[config.mk]
export PLATFORM = sky130hd
export DESIGN_NAME = risc16b_mem_arbiter
export DESIGN_NICKNAME = d
export VERILOG_FILES = /design/src/rtl/risc16b_mem_arbiter.sv
export SDC_FILE = /design/constraint.sdc
export NUM_CORES = 1
export LEC_CHECK = 0
export CORE_ASPECT_RATIO = 1.25
export CORE_MARGIN = 5
export CORE_UTILIZATION = 22
export DETAILED_ROUTE_END_ITERATION = 16
export PLACE_DENSITY = 0.78
export SYNTH_ARGS = -nofsm -noshare
export SYNTH_HDL_FRONTEND = slang
export SYNTH_SLANG_ARGS = --single-unit
[constraint.sdc]
create_clock -name clk_i -period 2.1 [get_ports clk_i]
set_input_delay 0.315 -clock clk_i [delete_from_list [all_inputs] [get_ports clk_i]]
set_output_delay 0.315 -clock clk_i [all_outputs]
set_load 0.02 [all_outputs]
[src/rtl/risc16b_mem_arbiter.sv]
// Single-port memory arbiter for the risc16b core: shares one synchronous memory
// between fetch and data ports, splits the I/O page onto its own bus.
module risc16b_mem_arbiter #(
  parameter int          STARVE_LIMIT = 4,
  parameter logic [7:0]  IO_PAGE      = 8'h7f
) (
  input  logic        clk_i,
  input  logic        rst_ni,
  input  logic        i_req_i,
  input  logic [15:0] i_addr_i,
  output logic        i_gnt_o,
  output logic        i_rvalid_o,
  output logic [15:0] i_rdata_o,
  input  logic        d_req_i,
  input  logic [15:0] d_addr_i,
  input  logic [1:0]  d_we_i,
  input  logic [15:0] d_wdata_i,
  output logic        d_gnt_o,
  output logic        d_rvalid_o,
  output logic [15:0] d_rdata_o,
  output logic [15:0] m_addr_o,
  output logic        m_oe_o,
  output logic [1:0]  m_we_o,
  output logic [15:0] m_wdata_o,
  input  logic [15:0] m_rdata_i,
  output logic [7:0]  io_addr_o,
  output logic        io_oe_o,
  output logic [1:0]  io_we_o,
  output logic [15:0] io_wdata_o,
  input  logic [15:0] io_rdata_i
);

  localparam logic [3:0] LIMIT_C = 4'(STARVE_LIMIT);

  logic [3:0]  starve_q, starve_d;
  logic        rd_pend_q, rd_pend_d;
  logic        rd_src_i_q, rd_src_i_d;
  logic        rd_io_q, rd_io_d;

  logic        arb_i_s, arb_d_s;
  logic [15:0] sel_addr_s;
  logic        is_io_s, is_rd_s;
  logic [1:0]  we_s;
  logic [15:0] rdata_s;

  // Arbitration: d wins ties until the fetch port has waited STARVE_LIMIT grants.
  always_comb begin
    arb_i_s = 1'b0;
    arb_d_s = 1'b0;
    if (i_req_i && (!d_req_i || (starve_q == LIMIT_C))) begin
      arb_i_s = 1'b1;
    end else if (d_req_i) begin
      arb_d_s = 1'b1;
    end else begin
      arb_d_s = 1'b0;
    end
  end

  // Starvation counter next state, saturating at the limit.
  always_comb begin
    starve_d = starve_q;
    if (!i_req_i || arb_i_s) begin
      starve_d = 4'd0;
    end else if (arb_d_s && (starve_q != LIMIT_C)) begin
      starve_d = starve_q + 4'd1;
    end else begin
      starve_d = starve_q;
    end
  end

  // Command decode; unused address/wdata follow the d port when idle.
  always_comb begin
    sel_addr_s = arb_i_s ? i_addr_i : d_addr_i;
    is_io_s    = (sel_addr_s[15:8] == IO_PAGE);
    is_rd_s    = arb_i_s | (arb_d_s & (d_we_i == 2'b00));
    we_s       = arb_d_s ? d_we_i : 2'b00;
  end

  // Reset gates every strobe combinationally so it takes effect before any edge.
  always_comb begin
    i_gnt_o    = rst_ni & arb_i_s;
    d_gnt_o    = rst_ni & arb_d_s;
    m_addr_o   = sel_addr_s;
    m_wdata_o  = d_wdata_i;
    io_addr_o  = sel_addr_s[7:0];
    io_wdata_o = d_wdata_i;
    m_oe_o     = rst_ni & is_rd_s & ~is_io_s;
    io_oe_o    = rst_ni & is_rd_s & is_io_s;
    m_we_o     = 2'b00;
    io_we_o    = 2'b00;
    if (rst_ni && is_io_s) begin
      io_we_o = we_s;
    end else if (rst_ni) begin
      m_we_o = we_s;
    end else begin
      m_we_o = 2'b00;
    end
  end

  // Outstanding-read tracker next state: one read in flight at most per cycle.
  always_comb begin
    rd_pend_d  = is_rd_s;
    rd_src_i_d = arb_i_s;
    rd_io_d    = is_io_s;
  end

  // State registers.
  always_ff @(posedge clk_i or negedge rst_ni) begin
    if (!rst_ni) begin
      starve_q   <= 4'd0;
      rd_pend_q  <= 1'b0;
      rd_src_i_q <= 1'b0;
      rd_io_q    <= 1'b0;
    end else begin
      starve_q   <= starve_d;
      rd_pend_q  <= rd_pend_d;
      rd_src_i_q <= rd_src_i_d;
      rd_io_q    <= rd_io_d;
    end
  end

  // Read return steering; the idle port always sees zero data.
  always_comb begin
    rdata_s    = rd_io_q ? io_rdata_i : m_rdata_i;
    i_rvalid_o = rd_pend_q & rd_src_i_q;
    d_rvalid_o = rd_pend_q & ~rd_src_i_q;
    i_rdata_o  = 16'h0000;
    d_rdata_o  = 16'h0000;
    if (i_rvalid_o) begin
      i_rdata_o = rdata_s;
    end else if (d_rvalid_o) begin
      d_rdata_o = rdata_s;
    end else begin
      i_rdata_o = 16'h0000;
    end
  end

endmodule

==> metrics, run 1 <==
outcome complete, but fails checks; failing checks setup timing; CTS root buffer clkbuf_8; CP Capture Point m_addr_o[14]; Final Hold Fails 0; Tot Pwr about 0.86 mW; fin area just under 3000 um2; proportion of synthesized area in mux cells a little over a quarter; Core Area ~5500 um2; RR Endpoint rd_io_q$_DFF_PN0_; H-tree lvl count 1; XOR/XNOR Fraction of Synth Area under 10%; maxcap violations 0; Crit Path Class flop to primary output; Post-Synth Adder-Cell Area under 10%; top-count cell post-synth buf_4; worst reg2reg path startpoint starve_q[0]$_DFFE_PN0P_; Async S/R FF share, synth 100%; PortBufs approximately 140; Crit path largest cell delay 0.38 ns; vias in the first global route between 1.5k and 2k; Post-Syn Area roughly 1300 um2; post-route ant nets 0; GPL Wtd Cong approximately 0.86; n_diodes 0; clock sink total 7; Seq/Total Area, Yosys 13.9%; Area contributors post-synth buf_4, mux2_2, dfrtp_1; VDD IR-drop max between 150 and 200 uV; initial antenna violation count 1; compound-gate portion of the synthesized area ~2.5%; Vias/cell roughly 4.6; post-route insts no fill ~350; clock buffer depth 2; Period minus WS final around 2.3 ns; Warnings, synthesis 0; Avg Inst Size Synth around 8 um2; Worst EP required between 1.5 and 2 ns; post-synth top area share about a quarter; Syn Inst Count roughly 160; CP Buf/Inv Count 4; DP Cell Count 331; I/O pin count approximately 180; Crit. End Element primary output; GRT Overall Usage around 15%; flops & latches, synth 7; pin slew with the least headroom to its limit 0.467 ns; worst-case clock skew between 0.002 and 0.0025 ns; WHS ~0.5 ns; R2R Setup Slk 0.43 ns; Synth top cells by count buf_4, nor2_1, mux2_2, mux2i_1; Inserted Clock Buffers 3; placed inst area ~2500 um2; Routed wire per std cell about 18 um; fill count 535; clk_lat worst skew 0.23 ns; unrepaired setup endpoints after global routing yes; PD cells 298 nW/um2; chip width 77.8 um; share of cells above drive strength 1 roughly a third; cell taking the most area after synthesis buf_4; Leakage around 1.3 nW; prevailing post-synth register cell dfrtp_1; DRC errors left 0; post-synth cell types 32; Die Ht about 95 um; crit path launch type flop; hold crit path type input pin to asynchronous set/reset pin; CP max stage cell dfrtp_1; die area around 7400 um2; largest net degree at the start of global routing 17; Total Wirelength roughly 6000 um; post-route clock period utilization 109%; Area Growth Syn to Fin 128%; first drt pass iteration count 4; Top Family by Delay on Critical Path buffers and inverters; worst slack, placed -0.699 ns; normalized max-slew margin between 60 and 70%; Crit. Startpoint starve_q[0]$_DFFE_PN0P_; Crit path depth 8; CP max FO 4; Worst-path clk slew roughly 0.04 ns; Post-synth EDFFs 0; dpl hpwl 5180 um; Initial Utilization roughly 23%; crit path DAT slightly below 2 ns; Slew Limit Fails 0; routed vias around 1.6k; CP Cell Sequence inv_1 -> ha_2 -> nand3b_1 -> a21oi_4 -> buf_6 -> clkbuf_16 -> mux2_2 -> buf_2; largest family of logic cells by synthesized area buffers and inverters; f_max 436 MHz; syn nets roughly 250; Final setup violation count 30; DR iter-0 viols 9; first-pass GRT wire length around 8300 um; Congestion Overflow GR 0; Post-Synth Simple-Gate Area 24.7%; CTS tree yes; min setup slack post-route -0.191 ns; r2r worst-path depth 8; Final Net Count approximately 370; Site Rows 30
==> through the flow <==
stage,util (%),TNS [ns]
after floorplan,-,0
after global placement,46.1,-13.60
after detailed placement,46.1,-13.98
after CTS,47.8,-3.59
after global routing,52.2,-7.08
final,52.2,-4.75
==> logic make-up after synthesis <==
logic type,count (synthesis)
AOI/OAI and AO/OA,4
xor gates and xnor gates,2
adders and majority gates,2
buffers and inverters,54
DFF,7
muxes,32
and+or+nand+nor,60
==> flip-flops by register name, indices dropped and copies added (netlist names) <==
| register | flops |
|---|---|
| rd_pend_q | 1 |
| starve_q | 4 |
| rd_src_i_q | 1 |
| rd_io_q | 1 |
==> report_power, final <==
part / switching (mW) / internal [mW] / total [mW]
Clock: 0.0558 / 0.131 / 0.187
Combinational: 0.225 / 0.305 / 0.530
Sequential: 0.00292 / 0.140 / 0.143
==> how the worst min path moves through the flow <==
stage / from / to / slack (ns) / cells after the start
global placement: starve_q[0]$_DFFE_PN0P_ / starve_q[0]$_DFFE_PN0P_ / 0.53 / 2
floorplan: rst_ni / rd_io_q$_DFF_PN0_ / 0.02 / 0
global route: rst_ni / starve_q[0]$_DFFE_PN0P_ / 0.52 / 2
CTS: rst_ni / starve_q[0]$_DFFE_PN0P_ / 0.52 / 2
finish: rst_ni / starve_q[0]$_DFFE_PN0P_ / 0.50 / 2
detailed placement: starve_q[0]$_DFFE_PN0P_ / starve_q[0]$_DFFE_PN0P_ / 0.53 / 2
==> repair_timing <==
item,CTS,global route
gates cloned,1,2
pin swaps,10,6
setup endpoints to repair,40,39
hold buffers,0,0
resized for setup,182,54
setup buffers,6,6
==> area by class of cell <==
cell class | instances | area [um2] | share of cell area, %
Timing Repair Buffer | 165 | 1670 | 58.1
Multi-Input combinational cell | 100 | 882 | 30.6
Sequential cell | 7 | 175 | 6.08
Clock buffer | 4 | 45.0 | 1.56
Inverter | 7 | 26.3 | 0.911
Tap cell | 64 | 80.1 | 2.78
==> layer usage <==
metal / vias to the layer above / track usage (%) / share of wire [%]
li1: 742 / - / -
met1: 696 / 11.6 / 30
met2: 137 / 29.8 / 53
met3: 13 / 7.54 / 15
met4: 2 / 4.73 / 1.4
met5: - / 0 / 0.21
==> cell usage in the layout (no fill, tap or decap), types with 2 or more instances in the layout <==
cell type / Yosys / routed
inv_1: 7 / 7
buf_6: 0 / 28
clkbuf_16: 0 / 2
nand4b_1: 2 / 2
clkbuf_8: 0 / 3
mux2i_1: 16 / 16
clkdlybuf4s50_1: 0 / 86
dlygate4sd2_1: 0 / 10
nor2_1: 37 / 36
dlymetal6s2s_1: 0 / 7
nand4_1: 2 / 2
buf_12: 0 / 3
nor4_4: 0 / 3
mux2_2: 16 / 5
dfrtp_1: 7 / 7
nand3_1: 2 / 2
buf_4: 42 / 23
nand2_1: 2 / 2
buf_2: 2 / 5
mux2_4: 0 / 11
nor4b_4: 0 / 2
Power figures use the tool's default switching activity.
==> run 2, diff against run 1 <==
--- a/config.mk
+++ b/config.mk
@@ -5,6 +5,7 @@
 export SDC_FILE = /design/constraint.sdc
 export NUM_CORES = 1
 export LEC_CHECK = 0
+export ABC_CLOCK_PERIOD_IN_PS = 2100
 export CORE_ASPECT_RATIO = 1.25
 export CORE_MARGIN = 5
 export CORE_UTILIZATION = 22
==> constraint.sdc (replaced) <==
create_clock -name clk_i -period 2.1 [get_ports clk_i]
set_input_delay 0.315 -clock clk_i [delete_from_list [all_inputs] [get_ports clk_i]]
set_output_delay 0.315 -clock clk_i [all_outputs]
set_load 0.005 [all_outputs]
==> metrics, run 2 (synthesis results as in run 1) <==
outcome complete, but fails checks; failing checks setup timing; CP Capture Point io_addr_o[6]; dpl hpwl between 4000 and 5000 um; DRC errors left 0; min setup slack post-route -0.167 ns; PD cells approximately 280 nW/um2; crit path DAT between 1.5 and 2 ns; clock sink total 7; share of cells above drive strength 1 33.8%; R2R Setup Slk approximately 0.49 ns; clk_lat worst skew around 0.23 ns; initial antenna violation count 2; worst slack, placed -0.575 ns; Worst-path clk slew ~0.040 ns; commonest non-fill, non-tap cell in the layout clkdlybuf4s50_1; chip width roughly 78 um; Final Hold Fails 0; H-tree lvl count 1; r2r worst-path depth 8; RR Endpoint rd_io_q$_DFF_PN0_; pin slew with the least headroom to its limit between 0.5 and 0.6 ns; I/O pin count approximately 180; DP Cell Count about 330; Final Net Count around 370; crit path launch type flop; vias in the first global route about 1.7k; hold crit path type input pin to asynchronous set/reset pin; Total Wirelength about 5800 um; fill count 504; Core Util, Final 51.8%; DR iter-0 viols 15; Area Growth Syn to Fin 126%; post-route clock period utilization 108%; Vias/cell 4.59; worst-case clock skew ~0.0033 ns; n_diodes 0; VDD IR-drop max approximately 160 uV; Congestion Overflow GR 0; maxcap violations 0; post-route insts no fill between 300 and 400; worst reg2reg path startpoint starve_q[0]$_DFFE_PN0P_; die area 7370 um2; PortBufs approximately 140; GRT Overall Usage ~15%; f_max approximately 440 MHz; max reg flops 4; Core Area ~5500 um2; unrepaired setup endpoints after global routing yes; Initial Utilization between 20% and 30%; Final setup violation count 30; largest net degree at the start of global routing 18; WHS around 0.45 ns; routed vias roughly 1.6k; Slew Limit Fails 0; Routed wire per std cell roughly 17 um; CTS root buffer clkbuf_8; Site Rows 30; GPL Wtd Cong between 0.7 and 0.8; clock buffer depth 2; Fin Setup TNS -3.32 ns; CTS tree yes; first drt pass iteration count 3; Crit. End Element primary output; Crit. Startpoint starve_q[0]$_DFFE_PN0P_; Crit Path Class flop to primary output; Period minus WS final approximately 2.3 ns; cts-stage hold buffer count 0; Most flops, register starve_q; most frequent cells in the layout clkdlybuf4s50_1, nor2_1, buf_6; Die Ht between 90 and 100 um; Leakage roughly 1.2 nW; post-route ant nets 0; first-pass GRT wire length about 8400 um; normalized max-slew margin between 60 and 70%; Worst EP required around 1.8 ns; CP max FO 5; Inserted Clock Buffers 3
[run 2: cell types whose count changed in the layout (fill, tap and decap cells not counted), sizes merged]
cell,delta
buf,-1
clkbuf,+1
clkdlybuf4s15,+1
clkdlybuf4s50,+15
dlygate4sd2,-8
dlymetal6s2s,-7
[run 2: worst min path at each step]
stage	cells past startpoint	from	slack (ns)	end
after floorplan	0	rst_ni	0.02	rd_io_q$_DFF_PN0_
after global placement	2	starve_q[0]$_DFFE_PN0P_	0.53	starve_q[0]$_DFFE_PN0P_
after detailed placement	2	starve_q[0]$_DFFE_PN0P_	0.56	starve_q[0]$_DFFE_PN0P_
after CTS	2	rst_ni	0.45	starve_q[3]$_DFFE_PN0P_
after global routing	2	rst_ni	0.50	starve_q[3]$_DFFE_PN0P_
final	2	rst_ni	0.45	starve_q[3]$_DFFE_PN0P_
[run 2: layer usage]
layer / up-vias / routed length (um) / GRT usage, %
li1: 743 / - / -
met1: 686 / 1720 / 12.1
met2: 150 / 2950 / 28.4
met3: 16 / 989 / 7.92
met4: 4 / 146 / 5.73
met5: - / 23 / 0
[run 2: worst max-delay path: stages (launching register included)]
cell	delay [ns]
dfrtp_1	0.39
inv_2	0.08
ha_4	0.13
nand3b_1	0.11
a21oi_2	0.18
buf_4	0.15
clkbuf_16	0.14
buf_12	0.11
mux2_4	0.31
buf_6	0.12
[run 2: cell type report]
type	count	area (um2)	share of cell area, %
Clock buffer	4	45.0	1.58
Inverter	7	26.3	0.919
Multi-Input combinational cell	100	856	29.9
Sequential cell	7	175	6.13
Tap cell	64	80.1	2.80
Timing Repair Buffer	166	1680	58.6
[run 2: where the power goes]
| group | leakage [nW] | switching [mW] | internal [mW] |
|---|---|---|---|
| Sequential | 0.0941 | 0.00306 | 0.140 |
| Combinational | 1.08 | 0.147 | 0.314 |
| Clock | 0.0228 | 0.0563 | 0.131 |
[run 2: metrics by stage]
stage / area (um2) / power [mW]
2_1_floorplan: 1260 / 0.311
3_3_place_gp: 2500 / 0.536
3_5_place_dp: 2500 / 0.542
4_1_cts: 2720 / 0.766
5_1_grt: 2860 / 0.836
6_report: 2860 / 0.791
[run 2: repair_timing]
action	in CTS	in global routing
gates resized for setup	153	41
pin swaps	9	7
gates cloned	1	0
endpoints found under the setup margin	32	46
buffers inserted	9	9
